`config.mk`:
```
export PLATFORM = sky130hd
export DESIGN_NAME = unidade_busca
export DESIGN_NICKNAME = d
export VERILOG_FILES = /design/src/rtl/unidade_busca.sv
export SDC_FILE = /design/constraint.sdc
export NUM_CORES = 1
export LEC_CHECK = 0
export ABC_AREA = 1
export CORE_MARGIN = 2
export CORE_UTILIZATION = 44
export CTS_CLUSTER_DIAMETER = 60
export DETAILED_ROUTE_END_ITERATION = 6
export PLACE_DENSITY = 0.81
export SKIP_CTS_REPAIR_TIMING = 1
export SYNTH_ARGS = -nofsm -noshare
export SYNTH_HDL_FRONTEND = slang
export SYNTH_SLANG_ARGS = --single-unit
```
`constraint.sdc`:
```
create_clock -name clock -period 2.3 [get_ports clock]
set_clock_uncertainty 0.2 [all_clocks]
set_input_delay 0.345 -clock clock [delete_from_list [all_inputs] [get_ports clock]]
set_output_delay 0.345 -clock clock [all_outputs]
set_load 0.05 [all_outputs]
```
`src/rtl/unidade_busca.sv`:
```
// rtl/unidade_busca.sv - instruction fetch stage with BIOS boot, hand-off, halt and redirect
//
// Drives pc into the BIOS ROM (BOOT) and main instruction memory (RUN/HALT),
// holds the instruction register presented to decode with a valido/pronto
// handshake, and sequences BOOT -> RUN -> HALT.
//
// Ports:
//   clock            rising-edge clock
//   reset            asynchronous, active-low
//   pc               registered fetch address to both memories
//   instrucao_bios   BIOS ROM word at pc (combinational)
//   instrucao_mem    main memory word at pc (combinational)
//   modo_bios        1 while fetching from BIOS
//   saida_instrucao  instruction register to decode
//   saida_pc         address of the instruction in saida_instrucao
//   valido           saida_instrucao is valid
//   pronto           decode accepts saida_instrucao this cycle
//   desvio           redirect request pulse from execute
//   alvo_desvio      redirect target
//   continuar        resume pulse after a main-program halt
//   parado           1 while halted

module unidade_busca #(
    parameter int                     PC_WIDTH    = 26,
    parameter logic [PC_WIDTH-1:0]    RESET_PC    = '0,
    parameter logic [5:0]             HALT_OPCODE = 6'b011000
) (
    input  logic                clock,
    input  logic                reset,
    output logic [PC_WIDTH-1:0] pc,
    input  logic [31:0]         instrucao_bios,
    input  logic [31:0]         instrucao_mem,
    output logic                modo_bios,
    output logic [31:0]         saida_instrucao,
    output logic [PC_WIDTH-1:0] saida_pc,
    output logic                valido,
    input  logic                pronto,
    input  logic                desvio,
    input  logic [PC_WIDTH-1:0] alvo_desvio,
    input  logic                continuar,
    output logic                parado
);

    localparam logic [PC_WIDTH-1:0] PC_UM = PC_WIDTH'(1);

    typedef enum logic [1:0] {
        BOOT = 2'd0,
        RUN  = 2'd1,
        HALT = 2'd2
    } estado_t;

    estado_t estado;
    estado_t proximo;

    logic [31:0] instrucao;
    logic        eh_halt;
    logic        avanca;
    logic        busca;

    assign instrucao = modo_bios ? instrucao_bios : instrucao_mem;
    assign eh_halt   = (instrucao[31:26] == HALT_OPCODE);
    assign avanca    = (!valido || pronto) && (estado != HALT);
    // A redirect takes the cycle: no fetch happens alongside it.
    assign busca     = avanca && !desvio;

    // State register
    always_ff @(posedge clock or negedge reset) begin
        if (!reset) begin
            estado <= BOOT;
        end else begin
            estado <= proximo;
        end
    end

    // Next-state logic
    always_comb begin
        proximo = estado;
        case (estado)
            BOOT:    if (busca && eh_halt) proximo = RUN;
            RUN:     if (busca && eh_halt) proximo = HALT;
            HALT:    if (continuar)        proximo = RUN;
            default: proximo = BOOT;
        endcase
    end

    // State-decoded outputs
    always_comb begin
        modo_bios = (estado == BOOT);
        parado    = (estado == HALT);
    end

    // Fetch datapath: pc and instruction register
    always_ff @(posedge clock or negedge reset) begin
        if (!reset) begin
            pc              <= RESET_PC;
            saida_instrucao <= '0;
            saida_pc        <= '0;
            valido          <= 1'b0;
        end else if (estado == HALT) begin
            // pc frozen; the delivered halt drains to decode, redirects ignored.
            if (pronto) valido <= 1'b0;
        end else if (desvio) begin
            pc     <= alvo_desvio;
            valido <= 1'b0;
        end else if (avanca) begin
            if (modo_bios && eh_halt) begin
                // BIOS halt is a hand-off marker, never seen by decode.
                pc <= '0;
                if (pronto) valido <= 1'b0;
            end else begin
                saida_instrucao <= instrucao;
                saida_pc        <= pc;
                valido          <= 1'b1;
                pc              <= pc + PC_UM;
            end
        end
    end

endmodule

```
# Word level (Yosys, flattened, before mapping)
# Index checks and enable logic that the tools add are counted.
[op_classes] n_reduce_logical=13 n_mux=13 n_addsub=1 n_eq_ne=7 bitwise=3
[op_table] cell="26-bit two-way mux" count=3
[op_table] cell="32-bit two-way mux" count=1
[op_table] cell="26-bit by 1-bit adder with 26-bit output, second input constant" count=1
[op_table] cell="6-bit by 5-bit equality test with 1-bit output, second input constant" count=1
[op_table] cell="2-bit two-way mux" count=3
[op_table] cell="2-bit inequality test, second input constant" count=3
[op_table] cell="2-bit case mux with 3 select lines" count=1
[op_table] cell="1-bit two-way mux" count=5
[op_table] cell="1-bit logical AND" count=4
[op_table] cell="4-bit AND reduction" count=1
[op_table] cell="1-bit NOT" count=3
[op_table] cell="3-bit AND reduction" count=1
[op_table] cell="3-bit nonzero test" count=1
[op_table] cell="2-bit by 1-bit equality test with 1-bit output, second input constant" count=1
[op_table] cell="2-bit equality test, second input constant" count=1
[op_table] cell="1-bit logical NOT" count=2
[op_table] cell="2-bit logical NOT" count=1
[op_table] cell="2-bit by 1-bit inequality test with 1-bit output, second input constant" count=1
[op_table] cell="2-bit AND reduction" count=1
[op_table] cell="2-bit nonzero test" count=1
[op_table] cell="1-bit logical OR" count=1
[totals] regBits=87 wordCells=42 inputBits=95

# Logic depth before layout (Yosys ltp)
# Gate-level depths: netlist of run 1.
[logic_depth] depth_word=8 mapped_depth=12 mapped_depth_nobuf=11

# Least setup slack after synthesis of run 1
# OpenSTA, ideal clock, no wires.
[synth_timing] path_type="register to register" from="register pc[1]" to="register pc[14]" path_stages_with_launch=10 synth_period_minus_slack_ns=2.192 arrival_ns=1.914 path_slack_ns=0.108 path_buffers=0 cell_sequence="dfrtp_1 -> ha_1 -> nand2_1 -> nor2_1 -> nand2_1 -> nor2_2 -> a21oi_1 -> nor2_1 -> nand3_1 -> a21oi_1"
[synth_via] elab_chain_cells=4
[synth_rtl] item="from (decl)" line_no="30" text="output logic [PC_WIDTH-1:0] pc,"
[synth_rtl] item="from (signal assigned)" line_no="103" text="pc <= alvo_desvio;"
[synth_rtl] item="from (signal assigned)" line_no="114" text="pc <= pc + PC_UM;"
[synth_rtl] item="26-bit by 1-bit adder with 26-bit output" line_no="114"
[synth_rtl] item="26-bit two-way mux" line_no="106" text="if (modo_bios && eh_halt) begin"
[synth_rtl] item="26-bit two-way mux" line_no="105" text="end else if (avanca) begin"
[synth_rtl] item="26-bit two-way mux" line_no="102" text="end else if (desvio) begin"
# Every way passes these cells. The select of a mux whose other input is x is not followed.
# A chain may end at the register's enable or synchronous reset.

# Worst setup path in the final report of run 1
[layout_timing] from="register pc[5]" to="output port pc[5]"
# No word-level cell between the ends.

==> key figures, run 1 <==
Layout
  – # diodes: 0
  – Share of cells above drive strength 1: 6.368%
  – Fill cell total of the finished layout: 872
  – Area grow syn2layout: 48.25%
  – Non-Filler Instances: 984
  – Post-layout nets: 939
  – Fin area: 6928 um^2
  – Layout Utilization: 67.11%

Clocking
  – CTS tree: yes
  – Clk root buf: clkbuf_8
  – Worst-Skew Late Latency: between 0.3 and 0.4 ns
  – Number of buffers created by CTS: 9
  – Clk slew on worst S/H paths: 0.09 ns
  – H-tree Lvls: 3
  – Clk sinks: 87
  – Clk buf depth: 2

Logic synthesis
  – Post-synth EDFFs: 0
  – Yosys warning count: 0
  – Ys async rst share: 100.0%
  – Yosys top cell by area: dfrtp_1
  – Top FF cell, synth: dfrtp_1
  – Post-synth top cells: nand2_1 (293), dfrtp_1 (87), nor2_1 (65)
  – Synth top area share: 46.59%
  – Yosys cell types: 29
  – Most frequent cell after synthesis: nand2_1
  – Post-synthesis sequential area ratio: 46.59%
  – Synth area leaders: dfrtp_1 (47%), nand2_1 (24%), nor2_1 (5.2%)
  – Post-Syn Nets: 757
  – Synth Register Bits: 87
  – Syn Inst Count: 661
  – Syn Area/Cell: 7.070 um^2
  – Cell Area, Synth: ~4700 um^2

Power
  – Switch Pwr: 3.410 mW
  – Sw frac: 48.77%
  – Max IR drop VDD: 0.0005904 V
  – Clock power frac: 15.3%
  – Internal power: 3.581 mW
  – PnR Total Power: 6.991 mW
  – Power Density: 1009 nW/um^2
  – Sequential Power Share: around 32%
  – Combinational power share: between 50% and 60%
  – Static Leakage: 3.432 nW

Global routing
  – Number of antenna violations at the first check in global routing: 0
  – GRT Util Overall: 25.56%
  – Global route total overflow: 0
  – First-pass GRT wire length: 23.43 mm
  – Vias in the first global route: 4834
  – Pin count of the biggest net entering global routing: 88

STA
  – Hold slack: 0.2881 ns
  – Worst slew margin: 62.19%
  – Worst-margin pin slew: 0.5653 ns
  – Final Critical Period: about 2.3 ns
  – Worst Slack Setup Final: 0.04784 ns
  – Max-slew violation count: 0
  – Period utilization: roughly 98%
  – Hold Fails Final Rpt: 0
  – RSZ-0062 raised after global routing: false
  – Peak Freq: 444.0 MHz
  – Setup Total Neg Slack: 0 ns
  – Setup violations, final: 0

Drt
  – Total number of vias: 4899
  – Avg WL per Cell: 14.51 um
  – WL final: 14.28 mm
  – DR DRC count: 0
  – Routed Antenna Nets: 0
  – Vias/cell: 4.979
  – DRT iter0 DRCs: 293
  – DR pass1 iterations: 4

Status
  – Status: finished clean

Setup path
  – CP endpoint kind: output port
  – Worst Setup Start Kind: flip-flop
  – WS Path Type: reg2out
  – Worst path cell trace: clkdlybuf4s50_1
  – Worst path bufs/invs: 1
  – Crit-path max FO: 6
  – Max incr delay on CP: 0.89 ns
  – Critical Path AT: around 1.7 ns
  – CP max-delay cell: clkdlybuf4s50_1
  – Required time of the critical path: 1.75 ns
  – Crit-path leading delay family: buffers and inverters

Placed design
  – IO buf count: ~180
  – Final HPWL DP: ~11 mm
  – Setup WS pre-CTS: -0.07521 ns
  – RD Place Congestion: 0.9089
  – Post-Place Cell Area: 6651 um^2
  – Placed Instances: 965

Die
  – Ports: 182
  – Chip width: 107.1 um
  – Total core area: 10320 um^2
  – Initial Util: a little under half
  – Cell Rows: 37
  – Die height: between 100 and 150 um
  – Full die area: ~11000 um^2

Min path
  – Worst hold path type: reg2reg

Job
  – Max Cap Violations: 0
metal layers:
layer	global-route usage [%]	wire length (um)
met1	33.44	6169
met2	42.63	6971
met3	4.863	784
met4	8.442	352
met5	0	0
cells by family (layout without fill, tap and decap cells):
logic type      Yosys count  after routing  share of synthesized area (%)
compound gates           73             73                          7.872
xor+xnor                 13             13                          2.436
fa+ha+maj                 1              1                         0.2677
buf+inv                  71            258                          7.015
flops                    87             87                          46.59
simple gates            416            416                          35.82
sequential cells by signal, summed over array words and instances (netlist names):
register	cells
valido	1
saida_instrucao	32
estado	2
saida_pc	26
pc	26
cell type report:
| type | count | area (um^2) | share of cell area, % |
|---|---|---|---|
| clock buffers | 9 | 123.9 | 1.788 |
| clock inverters | 7 | 75.07 | 1.084 |
| inverters | 42 | 162.7 | 2.348 |
| multi-input cells | 503 | 2201 | 31.77 |
| flip-flops and latches | 87 | 2180 | 31.46 |
| well taps | 136 | 170.2 | 2.456 |
| repair buffers | 200 | 2016 | 29.10 |
power by group through the flow:
stage / logic [mW] / clock network, mW / registers (mW)
after global routing: 3.94 / 1.15 / 2.29
after CTS: 3.67 / 1.10 / 2.23
after floorplan: 1.01 / 0 / 3.54
after global placement: 3.61 / 0 / 2.24
after detailed placement: 3.66 / 0 / 2.25
final: 3.68 / 1.07 / 2.24
placed cells by master (no fill, tap or decap), types with 5 or more instances in the layout:
| cell type | instances |
|---|---|
| a21oi_1 | 47 |
| clkdlybuf4s50_1 | 171 |
| inv_1 | 38 |
| nand2_1 | 293 |
| buf_4 | 17 |
| dlymetal6s2s_1 | 6 |
| o21ai_1 | 22 |
| nor2_1 | 65 |
| xor2_1 | 12 |
| nand3b_1 | 5 |
| dfrtp_1 | 85 |
| nand3_1 | 35 |
| clkbuf_8 | 9 |
worst reg2reg max path: stages, from the launching register on:
cell and delay [ns]:
dfrtp_2 0.47, nor2_4 0.19, nand2_1 0.07, nand2_1 0.10, nand2_1 0.06, nor2_1 0.16, nand3_2 0.20, nand2_8 0.17
buf_4 0.20, nand2_1 0.07, o21ai_1 0.08
worst paths after layout:
check	to	cells after the start	from	slack (ns)
min in group asynchronous	saida_instrucao[21]	3	reset	0.32
hold reg to reg	saida_pc[2]	2	saida_pc[2]	0.29
setup / recovery	pc[5]	1	pc[5]	0.05
setup reg to reg	saida_pc[3]	10	estado[1]	0.24
hold / removal	saida_pc[2]	2	saida_pc[2]	0.29
max in group asynchronous	estado[0]	3	reset	1.20
(Power assumes the default switching activity.)
==> inputs of run 2 (changes only) <==
--- a/config.mk
+++ b/config.mk
@@ -10,6 +10,7 @@
 export CORE_UTILIZATION = 44
 export CTS_CLUSTER_DIAMETER = 60
 export DETAILED_ROUTE_END_ITERATION = 6
+export GPL_ROUTABILITY_DRIVEN = 0
 export PLACE_DENSITY = 0.81
 export SKIP_CTS_REPAIR_TIMING = 1
 export SYNTH_ARGS = -nofsm -noshare
==> run 2 against run 1 <==
  * Clock power down 10%
  * Maximum frequency decreased by 0.40%
  * Wire length shrank 2.5%
  * Non-clock buffer count shrank 2
  * Utilization shrank 0.74 points
  * Highest routed layer unchanged
  * Critical path depth stayed put
  * First-iteration DRC count is 20% lower
  * Via count grew 0.69%
  * Largest cell class is now registers
  * Worst hold slack worse by 0.0040 ns
  * Clock-buffer cell count up 1
  * Critical path type unchanged
  * Register-to-register slack got worse by 0.06 ns
  * Sequential power about the same
==> key figures, run 2 (same netlist as run 1, synthesis figures left out) <==
Status
  – Status: finished clean

Clocking
  – Worst-Skew Late Latency: 0.35 ns (-0.02 ns)
  – H-tree Lvls: 3 (unchanged)
  – Clk root buf: clkbuf_8
  – Number of buffers created by CTS: 9 (unchanged)
  – Clk buf depth: 2 (unchanged)
  – Clk sinks: 87 (unchanged)
  – Clk slew on worst S/H paths: 0.09 ns (about the same)
  – CTS tree: yes

Layout
  – Layout Utilization: 66.37% (-0.74 points)
  – Fill cell total of the finished layout: 878 (+0.69%)
  – Area of the multi-input gates: 2177 um^2 (-1.1%)
  – Area grow syn2layout: 46.61%
  – Most frequent cells in the layout: nand2_1 (293), clkdlybuf4s50_1 (174), dfrtp_1 (87)
  – Register area: 2177 um^2 (-0.11%)
  – Top flop regs: saida_instrucao: 32 flops, pc: 26 flops, saida_pc: 26 flops
  – Post-layout nets: 937 (-0.21%)
  – Biggest register: saida_instrucao
  – Most common cell after layout, fill and taps aside: nand2_1
  – Non-Filler Instances: 982 (-0.20%)
  – Share of cells above drive strength 1: 5.674% (-0.69 points)
  – # diodes: 0 (unchanged)
  – Largest register FFs: 32 (unchanged)

Drt
  – DRT iter0 DRCs: 233 (-20%)
  – Total number of vias: 4933 (+0.69%)
  – Avg WL per Cell: 14.17 um (-2.3%)
  – Routed Antenna Nets: 0 (unchanged)
  – Vias/cell: 5.023 (+0.90%)
  – DR DRC count: 0 (unchanged)
  – WL final: 13.92 mm (-2.5%)
  – DR pass1 iterations: 5 (+1)

Global routing
  – First-pass GRT wire length: 22.56 mm (-3.7%)
  – Pin count of the biggest net entering global routing: 38 (-57%)
  – Number of antenna violations at the first check in global routing: 0 (unchanged)
  – GRT Util Overall: 24.76% (-0.80 points)
  – Vias in the first global route: 4754 (-1.7%)
  – Global route total overflow: 0 (unchanged)

STA
  – Peak Freq: 442.3 MHz (-0.40%)
  – Setup violations, final: 0 (unchanged)
  – Worst slew margin: 62.00% (-0.19 points)
  – Final Critical Period: 2.261 ns (+0.008985 ns)
  – Max-slew violation count: 0 (unchanged)
  – Hold Fails Final Rpt: 0 (unchanged)
  – Hold slack: 0.2841 ns (-0.004041 ns)
  – Worst-margin pin slew: 0.5682 ns (+0.002908 ns)
  – Period utilization: 98.31% (+0.39 points)

Job
  – Max Cap Violations: 0 (unchanged)

Power
  – Static Leakage: 3.378 nW (-1.6%)
  – Max IR drop VDD: 0.0007324 V (+24%)
  – Power Density: 997.9 nW/um^2 (-1.1%)

Die
  – Chip width: 107.1 um (unchanged)
  – Ports: 182 (unchanged)
  – Initial Util: 45.27% (unchanged)
  – Full die area: 11460 um^2 (unchanged)
  – Die height: 107.1 um (unchanged)
  – Cell Rows: 37 (unchanged)
  – Total core area: 10320 um^2 (unchanged)

Setup path
  – Crit-path leading delay family: buffers and inverters
  – CP endpoint kind: output port
  – Critical Path AT: 1.72 ns (about the same)
  – Worst Setup Start Kind: flip-flop
  – Worst path bufs/invs: 1 (unchanged)
  – Crit-path max FO: 6 (unchanged)
  – FF-to-FF Start: estado[1]
  – CP max-delay cell: clkdlybuf4s50_1
  – Worst path depth: 1 (unchanged)
  – Flop-to-flop setup slack: 0.18 ns (-0.06 ns)
  – FF-to-FF End: saida_instrucao[0]
  – Required time of the critical path: 1.75 ns (about the same)
  – WS Path Type: reg2out
  – Worst path cell trace: clkdlybuf4s50_1
  – Reg2Reg Depth: 10 (unchanged)
  – Max incr delay on CP: 0.87 ns (-0.02 ns)

Placed design
  – IO buf count: 181 (unchanged)
  – Placed Instances: 965 (unchanged)
  – Final HPWL DP: 10.72 mm (+1.1%)

Min path
  – Worst Hold Path EP: saida_instrucao[18]
  – Worst hold stages: 2 (unchanged)
  – Hold Crit Start: saida_instrucao[18]
  – Worst hold path type: reg2reg
[run 2: cell type report]
cell class | count | area share, %
Inverter | 42 | 2.374
Timing Repair Buffer | 198 | 29.09
Multi-Input combinational cell | 503 | 31.78
Clock inverter | 6 | 0.6392
Sequential cell | 87 | 31.78
Clock buffer | 10 | 1.863
Tap cell | 136 | 2.484
[run 2: per-stage QoR]
stage,setup TNS (ns),worst slack (ns),power [mW],area (um^2)
2_1_floorplan,0,0.1083,4.546,4673
3_3_place_gp,0,0.1410,5.832,6651
3_5_place_dp,0,0.05064,5.898,6651
4_1_cts,0,0.01749,6.870,6823
5_1_grt,-0.01241,-0.01241,7.216,6852
6_report,0,0.03885,6.837,6852
[run 2: worst max-delay path by stage]
stage | start | to | slack (ns)
floorplan | pc[1] | pc[14] | 0.11
global placement | instrucao_mem[29] | saida_pc[4] | 0.14
detailed placement | pronto | saida_instrucao[8] | 0.05
CTS | pc[15] | pc[15] | 0.02
global route | pc[10] | pc[10] | -0.01
finish | pc[10] | pc[10] | 0.04
[run 2: power by group]
group          switching [mW]  internal (mW)
logic                    2.42           1.22
registers               0.316           1.91
clock network           0.562          0.399
total                    3.30           3.53
[run 2: per-layer routing]
metal / vias to the layer above / wire length [um] / GRT usage (%)
li1: 2430 / - / -
met1: 2309 / 5938 / 31.49
met2: 161 / 6772 / 40.87
met3: 33 / 754 / 4.255
met4: 0 / 449 / 11.87
met5: - / 0 / 0
==> inputs of run 3 (changes only) <==
--- a/config.mk
+++ b/config.mk
@@ -7,11 +7,12 @@
 export LEC_CHECK = 0
 export ABC_AREA = 1
 export CORE_MARGIN = 2
-export CORE_UTILIZATION = 44
+export CORE_UTILIZATION = 35
 export CTS_CLUSTER_DIAMETER = 60
+export CTS_CLUSTER_SIZE = 10
 export DETAILED_ROUTE_END_ITERATION = 6
 export GPL_ROUTABILITY_DRIVEN = 0
-export PLACE_DENSITY = 0.81
+export PLACE_DENSITY = 0.66
 export SKIP_CTS_REPAIR_TIMING = 1
 export SYNTH_ARGS = -nofsm -noshare
 export SYNTH_HDL_FRONTEND = slang
==> run 3 against run 2 <==
  * Via count fell by 0.12%
  * Non-clock buffer count did not move
  * Largest cell class is now multi-input combinational cells
  * Total power rose by 8.4%
  * Worst setup slack improved by 0.026 ns
  * Maximum frequency rose by 1.2%
  * Final area rose by 2.9%
  * Final cell count rose by 4.1%
  * Wire length rose by 3.5%
  * Sequential share of layout area fell by 0.87 points
  * Largest power group unchanged
  * Die area rose by 25%
  * First-iteration DRC count rose by 24%
==> key figures, run 3 (same netlist as run 1, synthesis figures left out) <==
Global routing
  – First-pass GRT wire length: 23.23 mm (+2.9%)
  – Global route total overflow: 0 (unchanged)
  – Vias in the first global route: 4664 (-1.9%)
  – Pin count of the biggest net entering global routing: 38 (unchanged)
  – Number of antenna violations at the first check in global routing: 0 (unchanged)
  – GRT Util Overall: 20.58% (-4.2 points)

Setup path
  – FF-to-FF Start: pc[1]
  – Critical Path AT: 1.69 ns (-0.03 ns)
  – Worst Setup Start Kind: flip-flop
  – Crit-path max FO: 6 (unchanged)
  – Worst path depth: 1 (unchanged)
  – WS Path Type: reg2out
  – Worst path bufs/invs: 1 (unchanged)
  – Flop-to-flop setup slack: 0.24 ns (+0.06 ns)
  – Reg2Reg Depth: 9 (-1)
  – CP endpoint kind: output port
  – Worst path cell trace: clkdlybuf4s50_1
  – Max incr delay on CP: 0.86 ns (about the same)
  – CP startpoint: pc[9]
  – Crit-path leading delay family: buffers and inverters
  – Required time of the critical path: 1.75 ns (about the same)
  – Critical Path End: pc[9]
  – FF-to-FF End: pc[22]
  – CP max-delay cell: clkdlybuf4s50_1

Layout
  – Top flop regs: saida_instrucao: 32 flops, pc: 26 flops, saida_pc: 26 flops
  – Largest register FFs: 32 (unchanged)
  – Post-layout nets: 937 (unchanged)
  – Non-Filler Instances: 1022 (+4.1%)
  – # diodes: 0 (unchanged)
  – Area grow syn2layout: 50.90%
  – Fill cell total of the finished layout: 1274 (+45%)
  – Share of cells above drive strength 1: 5.792% (+0.12 points)
  – Fin area: 7052 um^2 (+2.9%)
  – Biggest register: saida_instrucao
  – Most frequent cells in the layout: nand2_1 (293), clkdlybuf4s50_1 (178), dfrtp_1 (85)
  – Most common cell after layout, fill and taps aside: nand2_1

Power
  – PnR Total Power: 7.413 mW (+8.4%)
  – Max IR drop VDD: 0.0004377 V (-40%)
  – Power Density: 1051 nW/um^2 (+5.3%)
  – Static Leakage: 3.417 nW (+1.1%)
  – Internal power: 4.078 mW (+15%)
  – Clock power frac: 20.6% (+6.5 points)
  – Combinational power share: 49.3% (-4.1 points)
  – Sw frac: 44.99% (-3.3 points)
  – Sequential Power Share: 30.1% (-2.5 points)
  – Switch Pwr: 3.335 mW (+0.96%)

STA
  – Peak Freq: 447.4 MHz (+1.2%)
  – Worst-margin pin slew: 0.5656 ns (-0.002649 ns)
  – Period utilization: 97.19% (-1.1 points)
  – Final Critical Period: 2.235 ns (-0.02580 ns)
  – Worst slew margin: 62.18% (+0.18 points)
  – Setup violations, final: 0 (unchanged)
  – Max-slew violation count: 0 (unchanged)
  – Hold Fails Final Rpt: 0 (unchanged)
  – RSZ-0062 raised after global routing: false

Clocking
  – Worst-Skew Late Latency: 0.34 ns (about the same)
  – Clk buf depth: 2 (unchanged)
  – Clk sinks: 87 (unchanged)
  – Clk slew on worst S/H paths: 0.06 ns (-0.03 ns)
  – Clk root buf: clkbuf_16
  – H-tree Lvls: 3 (unchanged)
  – Number of buffers created by CTS: 9 (unchanged)
  – CTS tree: yes

Drt
  – WL final: 14.41 mm (+3.5%)
  – Max Used Layer: met4
  – Routed Antenna Nets: 0 (unchanged)
  – Met2 Routed Length: 6.739 mm (-0.49%)
  – DR pass1 iterations: 5 (unchanged)
  – DRT iter0 DRCs: 289 (+24%)
  – Met1 wire length: 6.437 mm (+8.4%)
  – DR DRC count: 0 (unchanged)
  – Vias/cell: 4.821 (-4.0%)
  – Avg WL per Cell: 14.09 um (-0.53%)
  – Total number of vias: 4927 (-0.12%)
  – DR WL met3: 803 um (+6.5%)

Placed design
  – IO buf count: 181 (unchanged)
  – Final HPWL DP: 10.67 mm (-0.45%)
  – Placed Instances: 1005 (+4.1%)
  – Post-Place Cell Area: 6716 um^2 (+0.98%)

Status
  – Status: finished clean

Min path
  – Worst hold path type: reg2reg
  – Hold Crit Start: saida_instrucao[18]

Die
  – Die height: 119.6 um (+12%)
  – Initial Util: 35.57% (-9.7 points)
  – Total core area: 13140 um^2 (+27%)
  – Chip width: 119.6 um (+12%)
  – Full die area: 14290 um^2 (+25%)
  – Cell Rows: 42 (+14%)
  – Ports: 182 (unchanged)

Job
  – Max Cap Violations: 0 (unchanged)
run 3: routing by layer:
layer | track usage [%] | up-vias
met5 | 0 | -
met1 | 28.09 | 2293
met2 | 32.21 | 174
met4 | 9.338 | 0
li1 | - | 2430
met3 | 3.375 | 30
run 3: layout make-up:
type / count / area, um^2 / share of cell area [%]
clock buffers: 13 / 270.3 / 3.833
clock inverters: 3 / 40.04 / 0.5678
inverters: 42 / 162.7 / 2.307
multi-input cells: 503 / 2182 / 30.94
flip-flops and latches: 87 / 2180 / 30.91
well taps: 176 / 220.2 / 3.123
repair buffers: 198 / 1997 / 28.32
run 3: power groups by stage:
stage	clock network (mW)	registers, mW	logic (mW)
final	1.53	2.23	3.66
after global routing	1.63	2.28	3.90
after CTS	1.56	2.23	3.68
after detailed placement	0	2.25	3.67
after global placement	0	2.24	3.63
after floorplan	0	3.54	1.01
run 3: worst min path at each step:
stage	end	slack (ns)	cells past startpoint
2_1_floorplan	estado[0]	-0.15	0
3_3_place_gp	saida_instrucao[15]	0.11	1
3_5_place_dp	saida_instrucao[15]	0.12	1
4_1_cts	saida_instrucao[15]	-0.25	1
5_1_grt	saida_instrucao[9]	0.30	2
6_report	saida_instrucao[18]	0.28	2
run 3: stage by stage:
step                hold WS, ns  setup TNS, ns  setup WS [ns]  utilization (%)
floorplan               -0.1506              0         0.1083                -
global placement         0.1057              0        0.02917            51.12
detailed placement       0.1159        -0.1567       -0.04295            51.12
CTS                     -0.2517              0        0.04803            53.49
global route             0.2974              0        0.01039            53.68
finish                   0.2800              0        0.06465            53.68
